===== config.mk =====
export PLATFORM = sky130hd
export DESIGN_NAME = rst_seq_ctrl
export DESIGN_NICKNAME = d
export VERILOG_FILES = /design/src/rtl/rst_seq_ctrl.sv
export SDC_FILE = /design/constraint.sdc
export NUM_CORES = 1
export LEC_CHECK = 0
export CAP_MARGIN = 20
export CORE_ASPECT_RATIO = 1.1
export CORE_UTILIZATION = 35
export CTS_BUF_LIST = sky130_fd_sc_hd__clkbuf_4 sky130_fd_sc_hd__clkbuf_8
export DETAILED_ROUTE_END_ITERATION = 16
export RECOVER_POWER = 50
export SLEW_MARGIN = 10
export SYNTH_ARGS = -nofsm -noshare
export SYNTH_HDL_FRONTEND = slang
export SYNTH_SLANG_ARGS = --single-unit

===== constraint.sdc =====
create_clock -name clk -period 2.96 [get_ports clk]
set_input_delay 0.592 -clock clk [delete_from_list [all_inputs] [get_ports clk]]
set_output_delay 0.592 -clock clk [all_outputs]
set_load 0.02 [all_outputs]

===== src/rtl/rst_seq_ctrl.sv =====
// Reset sequencer: synchronizes release of rst, then releases per-stage resets in index order,
// waiting on each stage's ready with a timeout. Define RST_SEQ_ASSERT_EN for embedded assertions.
module rst_seq_ctrl #(
  parameter int unsigned NUM_STAGES  = 4,
  parameter int unsigned SYNC_STAGES = 2,
  parameter int unsigned HOLD_CYCLES = 8,
  parameter int unsigned RELEASE_GAP = 4,
  parameter int unsigned TIMEOUT     = 64
) (
  input  logic                  clk,
  input  logic                  rst,
  input  logic                  sw_rst_req,
  input  logic [NUM_STAGES-1:0] stage_ready,
  output logic [NUM_STAGES-1:0] rst_out,
  output logic                  busy,
  output logic                  seq_done,
  output logic                  timeout_err,
  output logic [(NUM_STAGES > 1 ? $clog2(NUM_STAGES) : 1)-1:0] err_stage
);

  localparam int unsigned IdxW   = (NUM_STAGES > 1) ? $clog2(NUM_STAGES) : 1;
  localparam int unsigned MaxHG  = (HOLD_CYCLES > RELEASE_GAP) ? HOLD_CYCLES : RELEASE_GAP;
  localparam int unsigned MaxCnt = (MaxHG > TIMEOUT) ? MaxHG : TIMEOUT;
  localparam int unsigned CntW   = $clog2(MaxCnt + 1);

  typedef enum logic [2:0] {StHold, StRelease, StWaitRdy, StDone, StError} state_e;

  state_e                 state;
  logic [CntW-1:0]        cnt;
  logic [IdxW-1:0]        idx;
  logic [SYNC_STAGES-1:0] sync;
  logic                   frozen;

  always_ff @(posedge clk or posedge rst) begin
    if (rst) begin
      sync <= '1;
    end else begin
      sync <= {sync[SYNC_STAGES-2:0], 1'b0};
    end
  end

  assign frozen = sync[SYNC_STAGES-1];

  // Released stages always form a contiguous low run, so releasing the next stage is a left shift.
  always_ff @(posedge clk or posedge rst) begin
    if (rst) begin
      state       <= StHold;
      cnt         <= '0;
      idx         <= '0;
      rst_out     <= '1;
      busy        <= 1'b1;
      seq_done    <= 1'b0;
      timeout_err <= 1'b0;
      err_stage   <= '0;
    end else if (!frozen) begin
      if (sw_rst_req) begin
        state       <= StHold;
        cnt         <= '0;
        idx         <= '0;
        rst_out     <= '1;
        busy        <= 1'b1;
        seq_done    <= 1'b0;
        timeout_err <= 1'b0;
      end else begin
        unique case (state)
          StHold: begin
            if (cnt == CntW'(HOLD_CYCLES - 1)) begin
              state   <= StRelease;
              cnt     <= '0;
              idx     <= '0;
              rst_out <= rst_out << 1;
            end else begin
              cnt <= cnt + 1'b1;
            end
          end
          StRelease: begin
            if (cnt == CntW'(RELEASE_GAP - 1)) begin
              state <= StWaitRdy;
              cnt   <= '0;
            end else begin
              cnt <= cnt + 1'b1;
            end
          end
          StWaitRdy: begin
            if (stage_ready[idx]) begin
              if (idx == IdxW'(NUM_STAGES - 1)) begin
                state    <= StDone;
                rst_out  <= '0;
                busy     <= 1'b0;
                seq_done <= 1'b1;
              end else begin
                state   <= StRelease;
                cnt     <= '0;
                idx     <= idx + 1'b1;
                rst_out <= rst_out << 1;
              end
            end else if (cnt == CntW'(TIMEOUT - 1)) begin
              state       <= StError;
              rst_out     <= '1;
              busy        <= 1'b0;
              timeout_err <= 1'b1;
              err_stage   <= idx;
            end else begin
              cnt <= cnt + 1'b1;
            end
          end
          StDone, StError: begin
          end
          default: state <= StHold;
        endcase
      end
    end
  end

`ifdef RST_SEQ_ASSERT_EN
  logic [NUM_STAGES-1:0] rel_mask;
  assign rel_mask = ~rst_out;

  a_order: assert property (@(posedge clk) disable iff (rst)
      ((rel_mask & (rel_mask + 1'b1)) == '0))
    else $error("rst_out release order violated: %b", rst_out);
  a_done_ready: assert property (@(posedge clk) disable iff (rst) seq_done |-> (&stage_ready))
    else $error("seq_done with stage_ready=%b", stage_ready);
  a_one_fall: assert property (@(posedge clk) disable iff (rst)
      ($countones($past(rst_out) & ~rst_out) <= 1))
    else $error("more than one rst_out bit fell in one cycle");
  a_excl: assert property (@(posedge clk) disable iff (rst) !(seq_done && timeout_err))
    else $error("seq_done and timeout_err both high");
  a_busy: assert property (@(posedge clk) disable iff (rst) busy == !(seq_done || timeout_err))
    else $error("busy inconsistent with seq_done/timeout_err");
`endif

endmodule


Word-level counts from Yosys, hierarchy flattened
Index checks and enable logic that the tools add are counted.
{ "op_classes": {"shifts": 0, "bitwise": 3, "eq_ne": 18, "mux": 40, "n_addsub": 2, "reduce_logical": 17, "div": 0, "multipliers": 0, "magnitude_cmp": 1} }
{ "op_table": {"columns": ["cell", "n"], "rows": [
  ["7-bit 2-to-1 mux", 6],
  ["7-bit one-hot mux with 3 select lines", 1],
  ["4-bit 2-to-1 mux", 5],
  ["4-bit AND reduction", 5],
  ["3-bit 2-to-1 mux", 5],
  ["5-bit AND reduction", 3],
  ["1-bit 2-to-1 mux", 14],
  ["3-bit != test, second input constant", 4],
  ["4-bit != test, second input constant", 3],
  ["3-bit one-hot mux with 4 select lines", 1],
  ["2-bit 2-to-1 mux", 5],
  ["4-bit one-hot mux with 2 select lines", 1],
  ["2-bit nonzero test", 4],
  ["7-bit by 1-bit adder with 7-bit output, second input constant", 1],
  ["7-bit by 2-bit == test with 1-bit output, second input constant", 1],
  ["7-bit by 3-bit == test with 1-bit output, second input constant", 1],
  ["7-bit by 6-bit == test with 1-bit output, second input constant", 1],
  ["3-bit by 2-bit == test with 1-bit output, second input constant", 2],
  ["3-bit nonzero test", 2],
  ["2-bit != test, second input constant", 2],
  ["2-bit one-hot mux with 2 select lines", 1],
  ["4-bit nonzero test", 1],
  ["3-bit by 1-bit == test with 1-bit output, second input constant", 1],
  ["3-bit == test, second input constant", 1],
  ["8 further kinds", 10]
]} }
{ "word_totals": {"n_memories": 0, "reg_bits": 23, "out_inout_bits": 9, "ramBits": 0, "elab_cells": 90, "romBits": 0, "latch_bits": 0, "inputBits": 7} }

Logic depth before layout (Yosys ltp)
Gate-level depths: netlist (run 1).
{ "depth": {"word_depth": 5, "mapped_depth": 7, "ltp_nobuf": 6} }

Worst setup path after synthesis (run 1)
Ideal clock, no wire load.
{ "synth_timing": {"path_kind": "input to register", "start": "in stage_ready[3]", "end": "reg cnt[3]", "slack_ns": 0.609, "n_path_buf": 1, "cell_stages": 6, "setup_time_ns": 0.092, "arrival_time_ns": 2.259, "t_required_ns": 2.868, "path_cell_list": "mux4_2 -> and3_4 -> a311o_4 -> or2_1 -> buf_6 -> o31ai_2"} }
{ "synth_via": {"elab_chain_len": 5, "elab_cells_between_ends": 8, "classes_between": "eq/ne: 2; mux: 5; reduce/logical: 1"} }
{ "synth_rtl": {"columns": ["item", "line", "rtl"], "rows": [
  ["start: declaration", "13", "input logic [NUM_STAGES-1:0] stage_ready,"],
  ["1-bit binary-select mux with 2-bit select *", "85", "if (stage_ready[idx]) begin"],
  ["1-bit 2-to-1 mux (implied by the code) *", "85", null],
  ["7-bit 2-to-1 mux", "85", null],
  ["7-bit one-hot mux with 3 select lines", "65", "unique case (state)"],
  ["7-bit 2-to-1 mux", "56", "if (sw_rst_req) begin"],
  ["end signal: assignment", "73", "cnt <= cnt + 1'b1;"],
  ["end signal: assignment", "81", "cnt <= cnt + 1'b1;"],
  ["end signal: assignment", "104", "cnt <= cnt + 1'b1;"],
  ["end: declaration", "29", "logic [CntW-1:0] cnt;"]
]} }
Every way passes the cells marked *; elsewhere a longest branch is shown, timed or not. The select of a mux whose other input is x is not followed.
A chain may end at the register's enable or synchronous reset.

Worst setup path in the final report (run 1)
Ends and elaborated chain as after synthesis.

==> run metrics, run 1 <==
status=complete, no violations; Register-to-Register Setup Slack=0.74 ns; number of gates resized after CTS=0; Root Buffer=clkbuf_4; max_slew headroom=0.4347; PD cells=350.2 nW/um2; grt total ovfl=0; period utilization=0.8148; Post-CTS Setup Repair Bufs=0; I/O Buffers=15; FF-to-FF path depth=5; final WL=2.649 mm; unrepaired setup endpoints after global routing=false; Psw=0.0001347 W; Nets=164; Seq/Total Area, Yosys=0.4495; CTS tree=yes; # DRC=0; worst vdd ir=0.1877 mV; biggest area consumer among synthesized cells=dfrtp_1; maximum fanout along the worst path=8; Synth top area share=0.3080; largest net degree at the start of global routing=24; antenna-violating nets left=0; RR Startpoint=cnt[4]; worst hold path class=register to register; via count=1,050; CTS Buf Count=3; Mapped Cells=138; Hold Path Origin=sync[0]; Die Y=65.92 um; Layout area overhead=17.71%; Async SR Flop Fraction=1.000; Required @ worst endpoint=3.18 ns; chip width=60.11 um; clock skew=0.01296 ns; Synth Register Bits=23; Synth area leaders=dfrtp_1 31%, dfstp_2 14%, nand2_1 4.9%; setup TNS after final layout=0 ns; GP Congestion=0.7952; Clock Tree Buf Depth=2; Mapped Area=1300 um2; Post-synth EDFFs=0; hold path endpoint=sync[1]; Starting Density=0.3778; Post-DP HPWL=2.025 mm; Fin. Hold Viols=0; Pins Over Slew Limit=0; switch share=0.2514; Max-Cap Viols=0; CTS HTree Levels=1; WHS Path Cells=0; fillers=353; GRT Resource Usage Total=0.1534; final hold slack=0.3672 ns; first-pass GRT wire length=4.650 mm; CP Launch Type=input port; vias per cell=5.198; Setup CP Type=input port to register; Multi-input gate area=655.6 um2; endpoints failing setup=0; Leak=0.6482 nW; Reg-to-Reg End=cnt[6]; register area=584.3 um2; Period minus WS final=2.412 ns; clk sinks=23; number of antenna violations at the first check in global routing=0; Combinational Power Share=0.109; Net Count, Synth=147; Crit. End Element=register; share of power burned in registers=0.625; core footprint=3441 um2; Warnings, synthesis=0; DR iter-0 viols=81; Worst Tran Pin Value=0.8470 ns; clock power share=0.267; Max Freq=414.6 MHz; I/O Pins=16; Placed Area=1506 um2; ys flop type=dfrtp_1; diodes inserted=0; mean area per synthesized cell=9.420 um2; wire length per cell=13.11 um; Yosys cell types=43; vias in the first global route=1,001; # hold bufs at CTS=0; TritonRoute pass-1 iters=4; Rows=22; Final Power=0.0005359 W; Clk Latency, worst-skew pair=0.31 ns; Int Pwr=0.0004012 W; share of layout cells above drive strength 1=0.1494; die footprint=3962 um2; WP data arrival=2.63 ns; Worst-path clk slew=0.13 ns; cell area after layout=1530 um2
==> routing by layer <==
layer | part of all wire | vias up | track usage
li1 | - | 524 | -
met1 | 0.49 | 510 | 0.2170
met2 | 0.48 | 14 | 0.2390
met3 | 0.026 | 2 | 0.02544
met4 | 0.0053 | 0 | 0.04070
met5 | 0 | - | 0
==> through the flow <==
step           cells    util  setup slack (ns)
2_1_floorplan    138       -            0.6092
6_report         202  0.4447            0.5482
5_1_grt          202  0.4447            0.4902
3_3_place_gp     198  0.4378            0.2548
4_1_cts          202  0.4458            0.5537
3_5_place_dp     198  0.4378            0.2227
==> synth_stat cells (all sizes together) (2+ instances only) <==
cell type  count
a21oi          7
a22o           2
a2bb2oi        6
clkbuf         6
dfrtp         16
dfstp          7
ha             2
inv            7
mux2i          2
nand2         17
nand2b         4
nand3          4
nor2          11
nor2b          2
nor3           3
nor3b          2
nor4           3
o21ai          9
o21bai         2
o31ai          3
or2            2
or3            2
==> layout make-up <==
type                            count  area share
Inverter                            7     0.01717
Timing Repair Buffer               19      0.1153
Sequential cell                    23      0.3818
Clock inverter                      1    0.003271
Multi-Input combinational cell    101      0.4285
Clock buffer                        3     0.01472
Tap cell                           48     0.03925
==> sequential cells by signal, summed over array words and instances (netlist names) <==
| register | count |
|---|---|
| cnt | 7 |
| timeout_err | 1 |
| busy | 1 |
| sync | 2 |
| rst_out | 4 |
| idx | 2 |
| state | 3 |
| seq_done | 1 |
| err_stage | 2 |
==> placed cells by master, fill, tap and decap left out, types with 6 or more instances in the layout <==
cell type	netlist	routed
dfstp_2	7	7
dfrtp_1	16	16
inv_1	7	7
nand2_1	17	17
clkdlybuf4s50_1	0	12
a21oi_1	7	7
nor2_1	11	11
a2bb2oi_1	6	6
o21ai_0	7	7
==> logic make-up (layout without fill, tap and decap cells) <==
family | count (synthesis) | after routing | synth area share
AND/OR/NAND/NOR | 55 | 55 | 0.2137
AO/OA/AOI/OAI | 39 | 39 | 0.2291
flip-flops | 23 | 23 | 0.4495
buffers and inverters | 14 | 30 | 0.04620
multiplexers | 3 | 3 | 0.03272
adder cells (fa/ha/maj) | 2 | 2 | 0.01925
other | 1 | 1 | 0.002885
XOR/XNOR | 1 | 1 | 0.006738
==> how the worst max path moves through the flow <==
stage,startpoint,endpoint,slack (ns)
floorplan,stage_ready[3],cnt[3],0.61
global placement,stage_ready[3],cnt[3],0.25
detailed placement,stage_ready[2],cnt[3],0.22
CTS,stage_ready[3],cnt[3],0.55
global route,stage_ready[1],cnt[3],0.49
finish,stage_ready[3],cnt[3],0.55
==> worst max-delay path, cell delays in order <==
cell,delay [ns]
clkdlybuf4s50_1,0.40
mux4_2,0.47
and3_4,0.19
a311o_4,0.41
or2_1,0.34
o31ai_2,0.23
==> power groups by stage <==
stage / clock [W] / sequential (W) / combinational, W
3_5_place_dp: 0 / 0.000340 / 0.0000601
6_report: 0.000143 / 0.000335 / 0.0000582
5_1_grt: 0.000165 / 0.000337 / 0.0000661
2_1_floorplan: 0 / 0.000335 / 0.0000461
3_3_place_gp: 0 / 0.000340 / 0.0000585
4_1_cts: 0.000151 / 0.000335 / 0.0000601
Note: power is estimated with default switching activity, not from simulation.
==> run 2, diff against run 1 <==
==> constraint.sdc (replaced) <==
create_clock -name clk -period 2.3 [get_ports clk]
set_input_delay 0.46 -clock clk [delete_from_list [all_inputs] [get_ports clk]]
set_output_delay 0.46 -clock clk [all_outputs]
set_load 0.02 [all_outputs]
==> run metrics, run 2 (same netlist as run 1, synthesis figures left out) <==
Period minus WS final=2.224 ns; chip width=60.11 um; Layout area overhead=23.58%; diodes inserted=0; max reg flops=7; Die Y=65.92 um; WHS Path Cells=0; Pins Over Slew Limit=0; clock power share=0.265; via count=1,097; CTS Buf Count=3; I/O Pins=16; first-pass GRT wire length=5.023 mm; Worst Tran Pin Value=0.5603 ns; buffers and inverters on the worst path=1; number of gates resized after CTS=0; vias in the first global route=1,103; # hold bufs at CTS=0; final WL=2.810 mm; PD cells=438.4 nW/um2; unrepaired setup endpoints after global routing=false; Hold Path Origin=sync[0]; switch share=0.2546; vias per cell=5.175; top flop regs=cnt x7, rst_out x4, state x3; antenna-violating nets left=0; Clock Tree Buf Depth=2; CTS tree=yes; commonest non-fill, non-tap cells in the layout=17 x nand2_1, 16 x dfrtp_1, 12 x clkdlybuf4s50_1, 12 x buf_4, 11 x nor2_1; GRT Resource Usage Total=0.1659; die footprint=3962 um2; Register-to-Register Setup Slack=0.16 ns; WP data arrival=2.46 ns; Post-CTS Setup Repair Bufs=0; Layout Utilization=0.4669; wire length per cell=13.25 um; hold path endpoint=sync[1]; RR Startpoint=idx[0]; setup TNS after final layout=0 ns; Max Freq=449.7 MHz; highest-delay cell along the critical path=mux4_2; Reg-to-Reg End=cnt[3]; worst hold path class=register to register; Psw=0.0001793 W; clock skew=0.002974 ns; maximum fanout along the worst path=6; max_slew headroom=0.6265; slowest stage delay, CP=0.47 ns; Starting Density=0.3778; Max-Cap Viols=0; Nets=174; TritonRoute pass-1 iters=4; # DRC=0; Fin. Hold Viols=0; status=complete, no violations; share of layout cells above drive strength 1=0.2012; CP Launch Type=input port; worst vdd ir=0.2407 mV; share of power burned in registers=0.611; Biggest register=cnt; period utilization=0.9667; CTS HTree Levels=1; commonest non-fill, non-tap cell in the layout=nand2_1; Leak=0.6932 nW; Setup CP Type=input port to register; I/O Buffers=15; fillers=347; Root Buffer=clkbuf_4; critical path, cell by cell=clkdlybuf4s50_1 -> mux4_2 -> and3_4 -> a311o_4 -> or2_1 -> o31ai_2; core footprint=3441 um2; Top delay family on crit path=compound AO/OA/AOI/OAI gates; Post-DP HPWL=2.155 mm; largest net degree at the start of global routing=15; clk sinks=23; FF-to-FF path depth=5; Combinational Power Share=0.124; Worst-path clk slew=0.13 ns; grt total ovfl=0; number of antenna violations at the first check in global routing=0; GP Congestion=0.8581; DR iter-0 viols=47; Crit. End Element=register; Rows=22; endpoints failing setup=0; Int Pwr=0.0005249 W; Clk Latency, worst-skew pair=0.31 ns; Required @ worst endpoint=2.53 ns
run 2: cell types whose count changed in the layout (fill, tap and decap cells not counted), sizes merged:
cell	delta
clkbuf	+1
buf	+9
run 2: power by group through the flow:
stage	combinational (W)	clock (W)	sequential [W]
finish	0.0000871	0.000187	0.000431
global route	0.0000991	0.000214	0.000433
CTS	0.0000897	0.000200	0.000431
detailed placement	0.0000896	0	0.000438
global placement	0.0000850	0	0.000437
floorplan	0.0000594	0	0.000431
run 2: worst max path at each step:
stage | from | end | cells past startpoint
6_report | stage_ready[2] | cnt[3] | 6
5_1_grt | stage_ready[3] | cnt[3] | 6
4_1_cts | cnt[0] | rst_out[1] | 7
3_5_place_dp | stage_ready[2] | cnt[5] | 6
3_3_place_gp | stage_ready[3] | cnt[5] | 6
2_1_floorplan | stage_ready[3] | cnt[3] | 6
run 2: cell type report:
cell class / instances / area (um2) / share of cell area
multi-input cells: 101 / 660.6 / 0.4112
flip-flops and latches: 23 / 584.3 / 0.3637
repair buffers: 29 / 247.7 / 0.1542
well taps: 48 / 60.06 / 0.03738
inverters: 7 / 26.28 / 0.01636
clock buffers: 3 / 22.52 / 0.01402
clock inverters: 1 / 5.005 / 0.003115
run 2: stage by stage:
step / instances / total power, W / hold WS [ns] / cell area (um2) / worst slack [ns]
6_report: 212 / 0.0007043 / 0.3683 / 1607 / 0.07648
5_1_grt: 212 / 0.0007459 / 0.3763 / 1607 / 0.02316
4_1_cts: 212 / 0.0007202 / 0.3690 / 1609 / 0.07008
3_5_place_dp: 208 / 0.0005276 / 0.3504 / 1582 / -0.2656
3_3_place_gp: 208 / 0.0005224 / 0.3488 / 1582 / -0.2121
2_1_floorplan: 138 / 0.0004901 / 0.3452 / 1300 / 0.08123
run 2: layer usage:
layer | wire, um | global-route usage | vias up
li1 | - | - | 542
met2 | 1366 | 0.2788 | 15
met3 | 88 | 0.04110 | 2
met4 | 16 | 0.01744 | 0
met5 | 0 | 0 | -
met1 | 1339 | 0.2187 | 538
